### src/rtl/firmware_config_sequencer.sv
// firmware_config_sequencer
// Owns the tracing/configId/configData nets that feed the datapath blocks.
// A host command stops tracing and drains the pipeline while the firmware
// image for one block is buffered. The image is then replayed as a single
// gap-free burst, followed by one configId=0 cycle that clears every block's
// byte counter.
// Optional build macro: CFG_CHECKSUM_EN. When defined, the image carries one
// trailing checksum byte (8-bit wrap-around sum of the payload). A mismatch
// skips the burst and reports err in the GAP cycle.
module firmware_config_sequencer #(
  parameter int NUM_BLOCKS      = 8,
  parameter int BYTES_PER_BLOCK = 24,
  parameter int DRAIN_CYCLES    = 4
) (
  input  logic       clk,
  input  logic       reset,
  input  logic       trace_en,
  input  logic       cmd_valid,
  output logic       cmd_ready,
  input  logic [7:0] cmd_block_id,
  input  logic       cfg_valid,
  output logic       cfg_ready,
  input  logic [7:0] cfg_data,
  output logic       tracing,
  output logic [7:0] configId,
  output logic [7:0] configData,
  output logic       busy,
  output logic       done,
  output logic       err
);

`ifdef CFG_CHECKSUM_EN
  localparam int BYTES_IN = BYTES_PER_BLOCK + 1;
`else
  localparam int BYTES_IN = BYTES_PER_BLOCK;
`endif
  localparam int CNT_W = $clog2(BYTES_IN + 1);
  localparam int DRN_W = (DRAIN_CYCLES > 1) ? $clog2(DRAIN_CYCLES) : 1;

  localparam logic [CNT_W-1:0] CNT_ONE  = CNT_W'(1);
  localparam logic [CNT_W-1:0] CNT_ZERO = CNT_W'(0);
  localparam logic [CNT_W-1:0] IN_FULL  = CNT_W'(BYTES_IN);
  localparam logic [CNT_W-1:0] PAYLOAD  = CNT_W'(BYTES_PER_BLOCK);
  localparam logic [DRN_W-1:0] DRN_ONE  = DRN_W'(1);
  localparam logic [DRN_W-1:0] DRN_ZERO = DRN_W'(0);
  localparam logic [DRN_W-1:0] DRN_MAX  = DRN_W'(DRAIN_CYCLES - 1);
  localparam logic [7:0]       MAX_ID   = 8'(NUM_BLOCKS);

  typedef enum logic [2:0] {
    S_IDLE  = 3'd0,
    S_TRACE = 3'd1,
    S_DRAIN = 3'd2,
    S_BURST = 3'd3,
    S_GAP   = 3'd4
  } state_t;

  state_t           state_q, state_d;
  logic [DRN_W-1:0] drain_q, drain_d;
  logic [CNT_W-1:0] byte_cnt_q, byte_cnt_d;
  logic [CNT_W-1:0] burst_idx_q, burst_idx_d;
  logic [7:0]       id_q, id_d;
`ifdef CFG_CHECKSUM_EN
  logic [7:0]       sum_q, sum_d;
  logic             cks_ok_q, cks_ok_d;
`endif

  logic             tracing_q, tracing_d;
  logic [7:0]       config_id_q, config_id_d;
  logic [7:0]       config_data_q, config_data_d;
  logic             cmd_ready_q, cmd_ready_d;
  logic             cfg_ready_q, cfg_ready_d;
  logic             busy_q, busy_d;
  logic             done_q, done_d;
  logic             err_q, err_d;

  logic [7:0]       img_q [0:BYTES_PER_BLOCK-1];

  logic             cmd_fire_s;
  logic             cfg_fire_s;
  logic             id_ok_s;
  logic             img_we_s;

  // Handshake qualifiers: the registered ready flags decide acceptance.
  always_comb begin
    cmd_fire_s = cmd_valid & cmd_ready_q;
    cfg_fire_s = cfg_valid & cfg_ready_q;
    id_ok_s    = (cmd_block_id != 8'h00) && (cmd_block_id <= MAX_ID);
    img_we_s   = cfg_fire_s && (byte_cnt_q < PAYLOAD);
  end

  // Next-state and next-output logic; all outputs are derived from state_d
  // so a transition and its outputs appear together after the same edge.
  always_comb begin
    state_d       = state_q;
    drain_d       = drain_q;
    byte_cnt_d    = byte_cnt_q;
    burst_idx_d   = burst_idx_q;
    id_d          = id_q;
`ifdef CFG_CHECKSUM_EN
    sum_d         = sum_q;
    cks_ok_d      = cks_ok_q;
`endif
    config_id_d   = 8'h00;
    config_data_d = 8'h00;
    done_d        = 1'b0;
    err_d         = 1'b0;

    case (state_q)
      S_IDLE, S_TRACE: begin
        if (cmd_fire_s) begin
          // Any consumed command restarts the image bookkeeping.
          drain_d     = DRN_ZERO;
          byte_cnt_d  = CNT_ZERO;
          burst_idx_d = CNT_ZERO;
`ifdef CFG_CHECKSUM_EN
          sum_d       = 8'h00;
          cks_ok_d    = 1'b0;
`endif
          if (id_ok_s) begin
            state_d = S_DRAIN;
            id_d    = cmd_block_id;
          end else begin
            err_d   = 1'b1;
          end
        end else if (state_q == S_IDLE) begin
          if (trace_en && !cmd_valid) begin
            state_d = S_TRACE;
          end else begin
            state_d = S_IDLE;
          end
        end else begin
          if (!trace_en) begin
            state_d = S_IDLE;
          end else begin
            state_d = S_TRACE;
          end
        end
      end

      S_DRAIN: begin
        // Drain timer saturates so a slow image fill keeps it at its max.
        if (drain_q != DRN_MAX) begin
          drain_d = drain_q + DRN_ONE;
        end else begin
          drain_d = drain_q;
        end
        if (cfg_fire_s) begin
          byte_cnt_d = byte_cnt_q + CNT_ONE;
`ifdef CFG_CHECKSUM_EN
          if (byte_cnt_q < PAYLOAD) begin
            sum_d = sum_q + cfg_data;
          end else begin
            cks_ok_d = (cfg_data == sum_q);
          end
`endif
        end else begin
          byte_cnt_d = byte_cnt_q;
        end
        if ((drain_q == DRN_MAX) && (byte_cnt_q == IN_FULL)) begin
`ifdef CFG_CHECKSUM_EN
          if (cks_ok_q) begin
            state_d       = S_BURST;
            config_id_d   = id_q;
            config_data_d = img_q[0];
            burst_idx_d   = CNT_ONE;
          end else begin
            state_d = S_GAP;
            err_d   = 1'b1;
          end
`else
          state_d       = S_BURST;
          config_id_d   = id_q;
          config_data_d = img_q[0];
          burst_idx_d   = CNT_ONE;
`endif
        end else begin
          state_d = S_DRAIN;
        end
      end

      S_BURST: begin
        if (burst_idx_q == PAYLOAD) begin
          state_d = S_GAP;
          done_d  = 1'b1;
        end else begin
          config_id_d   = id_q;
          config_data_d = img_q[burst_idx_q];
          burst_idx_d   = burst_idx_q + CNT_ONE;
        end
      end

      S_GAP: begin
        state_d = S_IDLE;
      end

      default: begin
        state_d = S_IDLE;
      end
    endcase

    tracing_d   = (state_d == S_TRACE);
    cmd_ready_d = (state_d == S_IDLE) || (state_d == S_TRACE);
    busy_d      = !((state_d == S_IDLE) || (state_d == S_TRACE));
    cfg_ready_d = (state_d == S_DRAIN) && (byte_cnt_d < IN_FULL);
  end

  // State, counters and registered outputs with synchronous reset.
  always_ff @(posedge clk) begin
    if (reset) begin
      state_q       <= S_IDLE;
      drain_q       <= DRN_ZERO;
      byte_cnt_q    <= CNT_ZERO;
      burst_idx_q   <= CNT_ZERO;
      id_q          <= 8'h00;
`ifdef CFG_CHECKSUM_EN
      sum_q         <= 8'h00;
      cks_ok_q      <= 1'b0;
`endif
      tracing_q     <= 1'b0;
      config_id_q   <= 8'h00;
      config_data_q <= 8'h00;
      cmd_ready_q   <= 1'b0;
      cfg_ready_q   <= 1'b0;
      busy_q        <= 1'b0;
      done_q        <= 1'b0;
      err_q         <= 1'b0;
    end else begin
      state_q       <= state_d;
      drain_q       <= drain_d;
      byte_cnt_q    <= byte_cnt_d;
      burst_idx_q   <= burst_idx_d;
      id_q          <= id_d;
`ifdef CFG_CHECKSUM_EN
      sum_q         <= sum_d;
      cks_ok_q      <= cks_ok_d;
`endif
      tracing_q     <= tracing_d;
      config_id_q   <= config_id_d;
      config_data_q <= config_data_d;
      cmd_ready_q   <= cmd_ready_d;
      cfg_ready_q   <= cfg_ready_d;
      busy_q        <= busy_d;
      done_q        <= done_d;
      err_q         <= err_d;
    end
  end

  // Image buffer: payload bytes stored in arrival order, contents need no reset.
  always_ff @(posedge clk) begin
    if (img_we_s) begin
      img_q[byte_cnt_q] <= cfg_data;
    end
  end

  assign tracing    = tracing_q;
  assign configId   = config_id_q;
  assign configData = config_data_q;
  assign cmd_ready  = cmd_ready_q;
  assign cfg_ready  = cfg_ready_q;
  assign busy       = busy_q;
  assign done       = done_q;
  assign err        = err_q;

endmodule

### config.mk
export PLATFORM = sky130hd
export DESIGN_NAME = firmware_config_sequencer
export DESIGN_NICKNAME = d
export VERILOG_FILES = /design/src/rtl/firmware_config_sequencer.sv
export SDC_FILE = /design/constraint.sdc
export NUM_CORES = 1
export LEC_CHECK = 0
export BUFFER_PORTS_ARGS = -buffer_cell sky130_fd_sc_hd__buf_2
export CAP_MARGIN = 10
export CORE_ASPECT_RATIO = 1.75
export CORE_UTILIZATION = 29
export CTS_CLUSTER_SIZE = 8
export DETAILED_ROUTE_END_ITERATION = 8
export PLACE_DENSITY = 0.42
export SETUP_SLACK_MARGIN = 0.2
export SYNTH_ARGS = -nofsm -noshare
export SYNTH_HDL_FRONTEND = slang
export SYNTH_SLANG_ARGS = --single-unit
### constraint.sdc
create_clock -name clk -period 1.9 [get_ports clk]
set_input_delay 0.095 -clock clk [delete_from_list [all_inputs] [get_ports clk]]
set_output_delay 0.095 -clock clk [all_outputs]
set_load 0.02 [all_outputs]
==> key figures, run 1 <==
Critical path
  • Worst endpoint required time: 2.29 ns
  • CP bufs+invs: 3
  • Most frequent CP cell: buf_12
  • Critical path's slowest cell: mux4_2
  • Top Family by Delay on Critical Path: multiplexers
  • WS Path Type: register to register
  • Crit start category: register
  • Worst Path Max Fanout: 7
  • Crit-path cells: buf_12, buf_12, buf_16, mux4_2, a22oi_2, a31oi_1
  • Crit path DAT: 2.15 ns
  • Crit path largest cell delay: 0.51 ns
  • Worst setup EP type: register

Routing
  • Highest metal used: met4
  • Routed wl met2: 14900 um
  • Detailed Route Iter0 Violations: 244
  • Pre-antenna DRT Iters: 5
  • Vias per Instance: 4.93
  • DRT Wirelength: 27200 um
  • DRC violations left: 0
  • Metal3 WL: 1040 um
  • Vias: 5829
  • Final ANT Viol Nets: 0
  • Wirelength per Cell: 23.0 um
  • M1 wire length: 10100 um

Power
  • Total power: 12100 uW
  • LEAKAGE: 0.00427 uW
  • PwrDens: 963 mW/mm^2
  • Worst VDD drop: 0.000614 V

Synthesis
  • Post-Synthesis Mean Instance Area: 15.6 um^2
  • Top_reg_cell synth: edfxtp_1
  • Post-Syn Area: 0.00962 mm^2
  • Ys Warns: 0
  • Syn Nets: 644
  • Mapped Cells: 616
  • Sequential area share after synthesis: 70.4%
  • Seq cells post-synth: 242
  • Library cells used by synthesis: 51
  • Post-synth EDFFs: 192
  • Post-synth ARST share: 0%

CTS
  • Clk sinks: 242
  • Clock-pin slew on the worst setup and hold paths: 0.05 ns
  • Worst skew pair latency: 0.52 ns
  • CTS tree: yes
  • H-tree levels: 2
  • TritonCTS Buffers: 36
  • Root Buffer: clkbuf_16
  • Max Buffers Root-to-Sink: 3

Outcome
  • Outcome: finished clean

Timing
  • Fin. max-slew vios: 0
  • Hold Fails Final Rpt: 0
  • Max Clock Skew: 0.0190 ns
  • Worst-Margin Slew: 0.754 ns
  • Relative slew slack: 49.7%
  • Setup violators final: 0
  • Max Fclk: 570 MHz
  • RSZ-0062 raised after global routing: yes
  • Crit path time final: 1.76 ns
  • Period utilization: 92.4%

GRT
  • Total GRT Usage: 16.4%
  • Global-route wire length before repair: 40100 um
  • Vias in the first global route: 6129
  • Largest net degree at the start of global routing: 25
  • Initial antenna violation count: 0
  • Total gr overflow: 0

Die
  • # rows: 87
  • IO Pins: 43
  • Die ar.: 0.0339 mm^2
  • Starting Density: 29.6%
  • Core Region: 0.0324 mm^2
  • Die Wd: 140 um
  • Die height: 243 um

Finish
  • Seq. cell area: 0.00679 mm^2
  • Share of post-route cells with drive strength above 1: 34.0%
  • Multi-input gate area: 0.00290 mm^2
  • Area delta synth->final: 30.3%
  • Final #Nets: 790
  • Final core occ: 38.6%
  • Fill count: 3048
  • Ant. Diodes: 0

Placed design
  • I/O Buffers: 42
  • DP HPWL: 17300 um
  • RD Place Congestion: 0.862

Hold path
  • HP Class: input pin to register

Job
  • Max Cap Viol: 0
[placed cells by master (no fill, tap or decap), types with 10 or more instances in the layout]
master | netlist | layout
dfxtp_1 | 50 | 41
buf_2 | 8 | 42
mux4_2 | 16 | 16
mux2i_2 | 0 | 14
nand2_1 | 37 | 37
clkbuf_16 | 0 | 38
a21oi_1 | 18 | 17
dlygate4sd3_1 | 0 | 10
mux2i_1 | 69 | 51
a22o_1 | 17 | 17
edfxtp_1 | 192 | 192
clkbuf_1 | 7 | 19
nor2_1 | 45 | 38
buf_4 | 5 | 62
and2_1 | 14 | 14
nor3_1 | 16 | 10
buf_12 | 0 | 10
a31oi_1 | 16 | 16
[per-stage QoR]
step	hold slack [ns]	cells	cell area (um^2)	worst slack, ns	TNS [ns]
after floorplan	0.194	616	9620	0.0801	0
after global placement	0.368	1088	10700	0.0302	0
after detailed placement	0.375	1088	10700	-0.0222	-0.0391
after CTS	0.0833	1177	12300	0.128	0
after global routing	0.0928	1183	12500	0.0898	0
final	0.0986	1183	12500	0.144	0
[cell usage after synthesis, types with 8 or more instances]
library cell / number / area [um^2]
a21o_1: 8 / 60.1
a21oi_1: 18 / 90.1
a22o_1: 17 / 149
a22oi_1: 16 / 120
a31oi_1: 16 / 100
and2_1: 14 / 87.6
buf_2: 8 / 40.0
buf_6: 10 / 113
dfxtp_1: 50 / 1000
edfxtp_1: 192 / 5770
mux2i_1: 69 / 691
mux4_2: 16 / 360
nand2_1: 37 / 139
nor2_1: 45 / 169
nor3_1: 16 / 80.1
[repair_timing]
item / in CTS / in global routing
endpoints found under the setup margin: 51 / 159
endpoints found under the hold margin: 8 / 0
pin swaps: 22 / 21
gates cloned: 6 / 1
setup buffers: 14 / 5
resized for setup: 50 / 46
hold buffers: 10 / 0
[per-layer routing]
| metal | up-vias | global-route usage (%) |
|---|---|---|
| met1 | 2972 | 17.3 |
| met5 | - | 0 |
| met3 | 55 | 2.68 |
| li1 | 2663 | - |
| met4 | 0 | 8.11 |
| met2 | 139 | 31.1 |
[registers in the layout, summed over array words and instances, names as in the netlist, named ones only]
| signal | count |
|---|---|
| img_q | 192 |
| configData | 8 |
| configId | 8 |
| id_q | 8 |
| burst_idx_q | 5 |
| byte_cnt_q | 5 |
| state_q | 3 |
| drain_q | 2 |
| busy | 1 |
| cfg_ready | 1 |
| cmd_ready | 1 |
| done | 1 |
| err | 1 |
| tracing | 1 |
[logic make-up after synthesis]
group | Yosys count | share of synthesized area (%)
muxes | 87 | 11.2
DFF | 242 | 70.4
AOI/OAI and AO/OA | 88 | 6.43
xor gates and xnor gates | 4 | 0.364
buffers and inverters | 38 | 2.56
and+or+nand+nor | 150 | 8.22
adders and majority gates | 7 | 0.911
[area by class of cell]
class	instances	share of cell area, %
clock buffer	56	7.96
clock inverter	3	0.210
inverter	5	0.190
multi-input combinational	336	23.1
sequential	242	54.1
tap	400	3.99
timing repair buffer	141	10.4
[final timing paths]
kind | start | to | slack (ns) | depth (start not counted)
max | register | configData[5] | 0.14 | 6
max reg2reg | register | configData[5] | 0.14 | 6
min reg2reg | id_q[6] | id_q[6] | 0.45 | 1
min | cfg_data[4] | img_q[9][4] | 0.1 | 1
[report_power, final]
| group | internal [uW] | total [uW] | leakage [uW] | switching (uW) |
|---|---|---|---|---|
| registers | 5720 | 5740 | 0.00213 | 10.7 |
| logic | 234 | 511 | 0.00164 | 277 |
| clock network | 3580 | 5820 | 0.000492 | 2240 |
Note: power is estimated with default switching activity, not from simulation.
==> run 2, diff against run 1 <==
Settings changed: PLACE_DENSITY 0.42 to 0.41, SKIP_CTS_REPAIR_TIMING set to 1.
Clock period 1.9 ns to 1.7 ns, I/O delays scaled along.
==> run 2 against run 1 <==
The run now ends with hold timing, setup timing left. Cell area up 5.7%. Combinational power up 9.2%. Die area unchanged. Final cell count up 2.8%. Critical path type unchanged. Flip-flop and latch count unchanged. Worst setup slack worse by 0.30 ns. Sequential power up 12%. Critical endpoint is now configData[3]. Hold slack worse by 0.12 ns. Via count down 0.14%. Critical path depth up 2.
==> key figures, run 2 (synthesis gave the netlist of run 1 again) <==
Finish
  • Max FFs per register: 192 (unchanged)
  • Area delta synth->final: 37.8%
  • Largest Register: img_q
  • Ant. Diodes: 0 (unchanged)
  • Most frequent cells in the layout: edfxtp_1 (192), buf_4 (85), mux2i_1 (47)
  • Share of post-route cells with drive strength above 1: 42.3% (+8.3 points)
  • Multi-input gate area: 0.00328 mm^2 (+13%)
  • Seq. cell area: 0.00679 mm^2 (about the same)
  • Most common cell after layout, fill and taps aside: edfxtp_1
  • Final #Nets: 823 (+4.2%)
  • Fill count: 2991 (-1.9%)

CTS
  • Clk sinks: 242 (unchanged)
  • Clock-pin slew on the worst setup and hold paths: 0.05 ns (about the same)
  • Max Buffers Root-to-Sink: 3 (unchanged)
  • Worst skew pair latency: 0.51 ns (about the same)
  • CTS tree: yes
  • Root Buffer: clkbuf_16
  • TritonCTS Buffers: 36 (unchanged)
  • H-tree levels: 2 (unchanged)

Critical path
  • Crit start category: register
  • Crit-path cells: clkbuf_16, mux2i_4, a22o_1, nor3_2, buf_4, a31oi_2, a31oi_2, buf_4
  • Crit path largest cell delay: 0.43 ns (-0.08 ns)
  • Worst setup EP type: register
  • Critical path's slowest cell: dfxtp_4
  • Worst endpoint required time: 2.11 ns (-0.18 ns)
  • Crit path DAT: 2.26 ns (+0.11 ns)
  • Worst reg-to-reg path cell count: 8 (+2)
  • Worst Path Max Fanout: 8 (+1)
  • WS Path Type: register to register

Die
  • Core Region: 0.0324 mm^2 (unchanged)
  • IO Pins: 43 (unchanged)
  • Die ar.: 0.0339 mm^2 (unchanged)
  • Die Wd: 140 um (unchanged)
  • # rows: 87 (unchanged)
  • Die height: 243 um (unchanged)
  • Starting Density: 29.6% (unchanged)

Placed design
  • DP HPWL: 19200 um (+11%)
  • RD Place Congestion: 0.820 (-4.8%)
  • I/O Buffers: 42 (unchanged)

Routing
  • Pre-antenna DRT Iters: 6 (+1)
  • DRT Wirelength: 27800 um (+2.3%)
  • Vias per Instance: 4.79 (-2.8%)
  • Detailed Route Iter0 Violations: 269 (+10%)
  • DRC violations left: 0 (unchanged)
  • Wirelength per Cell: 22.9 um (-0.45%)
  • Vias: 5821 (-0.14%)
  • Final ANT Viol Nets: 0 (unchanged)

GRT
  • Global-route wire length before repair: 39600 um (-1.3%)
  • Total GRT Usage: 16.3% (-0.11 points)
  • Total gr overflow: 0 (unchanged)
  • Initial antenna violation count: 1 (+1)
  • Vias in the first global route: 6146 (+0.28%)
  • Largest net degree at the start of global routing: 25 (unchanged)

Hold path
  • HP Class: input pin to register
  • Hold path cells: 5 (+4)

Timing
  • Setup violators final: 22 (+22)
  • RSZ-0062 raised after global routing: yes
  • TNS Setup: -1.51 ns (-1.51 ns)
  • Hold_ws: -0.0180 ns (-0.117 ns)
  • Hold Fails Final Rpt: 2 (+2)
  • Max Fclk: 540 MHz (-5.2%)
  • Crit path time final: 1.85 ns (+0.0969 ns)
  • Fin. max-slew vios: 0 (unchanged)
  • Max Clock Skew: 0.0118 ns (-0.00726 ns)
  • Period utilization: 109% (+17 points)
  • Relative slew slack: 57.7% (+8.0 points)
  • Worst-Margin Slew: 0.635 ns (-0.119 ns)
  • Final worst setup slack: -0.153 ns (-0.297 ns)

Outcome
  • Outcome: finished, violations left
  • Failing checks: hold timing, setup timing

Power
  • Switching share of total power: 20.7% (-0.26 points)
  • Switching pwr: 2800 uW (+11%)
  • Worst VDD drop: 0.000559 V (-9.0%)
  • Clock power frac: 48.6% (+0.4 points)
  • Internal power: 10700 uW (+13%)
  • Sequential share of power: 47.3% (-0.2 points)
  • PwrDens: 1020 mW/mm^2 (+6.2%)
  • LEAKAGE: 0.00449 uW (+5.2%)
  • Combinational Power Share: 4.1% (about the same)

Job
  • Max Cap Viol: 0 (unchanged)
-- run 2: cell types whose count changed in the layout (fill, tap and decap cells not counted), sizes merged --
cell,before,now
dlygate4sd3,10,6
clkinv,1,2
buf,130,165
inv,7,5
clkbuf,57,60
-- run 2: worst max-delay path, delay by kind of cell, from the launching register on --
kind / cells / cell delay [ns]
buffers and inverters: 3 / 0.48
muxes: 1 / 0.33
DFF: 1 / 0.43
AOI/OAI and AO/OA: 3 / 0.45
and+or+nand+nor: 1 / 0.04
-- run 2: per-stage QoR --
stage | total power [uW] | cell area [um^2] | setup WS, ns | cells | util, %
floorplan | 6750 | 9890 | 0.106 | 616 | -
global placement | 6970 | 11100 | -0.339 | 1107 | 34.4
detailed placement | 6970 | 11100 | -0.339 | 1107 | 34.4
CTS | 13600 | 12200 | -0.340 | 1166 | 37.6
global route | 13900 | 13300 | -0.193 | 1216 | 40.9
finish | 13500 | 13300 | -0.153 | 1216 | 40.9
-- run 2: routing by layer --
metal	wire, um	global-route usage (%)	part of all wire, %
met1	9400	15.5	34
met2	16200	32.8	58
met3	892	2.64	3.2
met4	1360	8.18	4.9
met5	0	0	0
-- run 2: final cells by class --
type / count / share of cell area [%]
Sequential cell: 242 / 51.3
Multi-Input combinational cell: 336 / 24.8
Timing Repair Buffer: 174 / 12.2
Clock buffer: 57 / 7.71
Tap cell: 400 / 3.78
Clock inverter: 2 / 0.189
Inverter: 5 / 0.142
-- run 2: final timing paths --
| path | from | slack [ns] | endpoint |
|---|---|---|---|
| worst max register to register | register | -0.15 | configData[3] |
| worst min-delay path | cmd_block_id[6] | -0.02 | id_q[1] |
| worst min register to register | id_q[6] | 0.46 | id_q[6] |
| worst max-delay path | register | -0.15 | configData[3] |
-- run 2: power by group through the flow --
stage          clock [uW]  sequential [uW]  combinational (uW)
2_1_floorplan           0             6530                 219
3_3_place_gp            0             6530                 440
3_5_place_dp            0             6530                 446
4_1_cts              6740             6410                 446
5_1_grt              6940             6400                 597
6_report             6580             6410                 558
==> run 3, diff against run 2 <==
Settings changed: CORE_ASPECT_RATIO 1.75 to 1.4, SLEW_MARGIN set to 5.
==> run 3 against run 2 <==
The flow finishes with violations (setup timing). Global-route usage decreased by 1.2 points. Non-clock buffer count decreased by 13. Fmax increased by 1.3%. Power increased by 0.82%. Via count increased by 0.57%. Clock power increased by 2%. Sequential power about the same. Critical endpoint is now configData[1]. Largest power group unchanged. Highest routed layer unchanged.
==> key figures, run 3 (synthesis gave the netlist of run 1 again) <==
GRT
  • Vias in the first global route: 6046 (-1.6%)
  • Total GRT Usage: 15.1% (-1.2 points)
  • Initial antenna violation count: 0 (-1)
  • Largest net degree at the start of global routing: 33 (+32%)
  • Global-route wire length before repair: 37400 um (-5.6%)
  • Total gr overflow: 0 (unchanged)

Die
  • Die Wd: 156 um (+12%)
  • Die ar.: 0.0339 mm^2 (about the same)
  • # rows: 78 (-10%)
  • Core Region: 0.0325 mm^2 (+0.19%)
  • IO Pins: 43 (unchanged)
  • Die height: 217 um (-10%)
  • Starting Density: 29.6% (-0.055 points)

Finish
  • Largest Register: img_q
  • Most frequent cells in the layout: edfxtp_1 (192), buf_4 (65), mux2i_1 (49)
  • Most common cell after layout, fill and taps aside: edfxtp_1
  • Share of post-route cells with drive strength above 1: 42.3% (+0.066 points)
  • Area delta synth->final: 39.0%
  • Fill count: 2945 (-1.5%)
  • Final #Nets: 810 (-1.6%)
  • Ant. Diodes: 0 (unchanged)
  • Max FFs per register: 192 (unchanged)

Power
  • LEAKAGE: 0.00447 uW (-0.37%)
  • Worst VDD drop: 0.000533 V (-4.7%)
  • PwrDens: 1020 mW/mm^2 (about the same)

Hold path
  • Hold path cells: 2 (-3)
  • HP Class: input pin to register

Outcome
  • Failing checks: setup timing
  • Outcome: finished, violations left

Routing
  • Vias: 5854 (+0.57%)
  • Final ANT Viol Nets: 0 (unchanged)
  • DRC violations left: 0 (unchanged)
  • Vias per Instance: 4.68 (-2.2%)
  • DRT Wirelength: 26100 um (-6.3%)
  • Detailed Route Iter0 Violations: 287 (+6.7%)
  • Wirelength per Cell: 20.9 um (-8.9%)
  • Pre-antenna DRT Iters: 4 (-2)

Timing
  • RSZ-0062 raised after global routing: yes
  • Hold_ws: 0.0111 ns (+0.0291 ns)
  • Setup violators final: 8 (-64%)
  • Max Fclk: 547 MHz (+1.3%)
  • Crit path time final: 1.83 ns (-0.0238 ns)
  • Final worst setup slack: -0.129 ns (+0.0238 ns)
  • Worst-Margin Slew: 0.582 ns (-0.0530 ns)
  • Fin. max-slew vios: 0 (unchanged)
  • Relative slew slack: 61.2% (+3.5 points)
  • Period utilization: 108% (-1.4 points)
  • Max Clock Skew: 0.0234 ns (+0.0116 ns)
  • Hold Fails Final Rpt: 0 (-2)

Placed design
  • Dpl ws: -0.209 ns (+0.130 ns)
  • RD Place Congestion: 0.781 (-4.7%)
  • I/O Buffers: 42 (unchanged)
  • DP HPWL: 16700 um (-13%)

Critical path
  • Worst reg-to-reg path cell count: 7 (-1)
  • Worst setup EP type: register
  • WS Path Type: register to register
  • Crit path DAT: 2.23 ns (-0.03 ns)
  • Crit start category: register
  • Worst endpoint required time: 2.10 ns (about the same)
  • Worst Path Max Fanout: 8 (unchanged)

CTS
  • Clk sinks: 242 (unchanged)
  • CTS tree: yes
  • Root Buffer: clkbuf_16
  • TritonCTS Buffers: 36 (unchanged)
  • Worst skew pair latency: 0.52 ns (about the same)
  • Max Buffers Root-to-Sink: 3 (unchanged)
  • H-tree levels: 2 (unchanged)
  • Clock-pin slew on the worst setup and hold paths: 0.05 ns (about the same)

Job
  • Max Cap Viol: 0 (unchanged)
[run 3: per-stage QoR]
| stage | instance area, um^2 | setup TNS [ns] | instances | utilization (%) | total power, uW |
|---|---|---|---|---|---|
| 3_5_place_dp | 11000 | -1.94 | 1134 | 34.0 | 6960 |
| 2_1_floorplan | 9890 | 0 | 616 | - | 6750 |
| 5_1_grt | 13400 | -1.50 | 1250 | 41.1 | 14100 |
| 4_1_cts | 12100 | -1.96 | 1200 | 37.3 | 13700 |
| 6_report | 13400 | -0.626 | 1250 | 41.1 | 13700 |
| 3_3_place_gp | 11000 | -1.24 | 1134 | 34.0 | 6950 |
[run 3: metal layers]
metal / global-route usage (%) / share of wire [%] / up-vias
li1: - / - / 2712
met1: 17.7 / 40 / 2959
met2: 27.1 / 53 / 133
met3: 2.74 / 3.7 / 50
met4: 5.69 / 3.2 / 0
met5: 0 / 0 / -
[run 3: worst max-delay path, cell delays in order, from the launching register on]
cell and delay [ns]:
dfxtp_4 0.47, buf_16 0.18, mux2i_1 0.40, a22o_1 0.23, nor3_2 0.04, buf_4 0.16, a31oi_4 0.13, a31oi_1 0.09
[run 3: worst paths after layout]
| kind | from | to | slack (ns) |
|---|---|---|---|
| max reg2reg | register | configData[1] | -0.13 |
| min reg2reg | id_q[6] | id_q[6] | 0.46 |
| max | register | configData[1] | -0.13 |
| min | reset | id_q[0] | 0.01 |
[run 3: area by class of cell]
type                       instances  area, um^2  area share [%]
sequential                       242        6790            50.8
multi-input combinational        336        3340            25.0
timing repair buffer             161        1600            12.0
clock buffer                      64        1050            7.84
tap                              440         551            4.12
clock inverter                     2        22.5           0.168
inverter                           5        18.8           0.140
[run 3: power by group]
| part | internal, uW | total [uW] | switching [uW] |
|---|---|---|---|
| sequential | 6400 | 6410 | 14.5 |
| combinational | 265 | 566 | 301 |
| clock | 4150 | 6680 | 2520 |
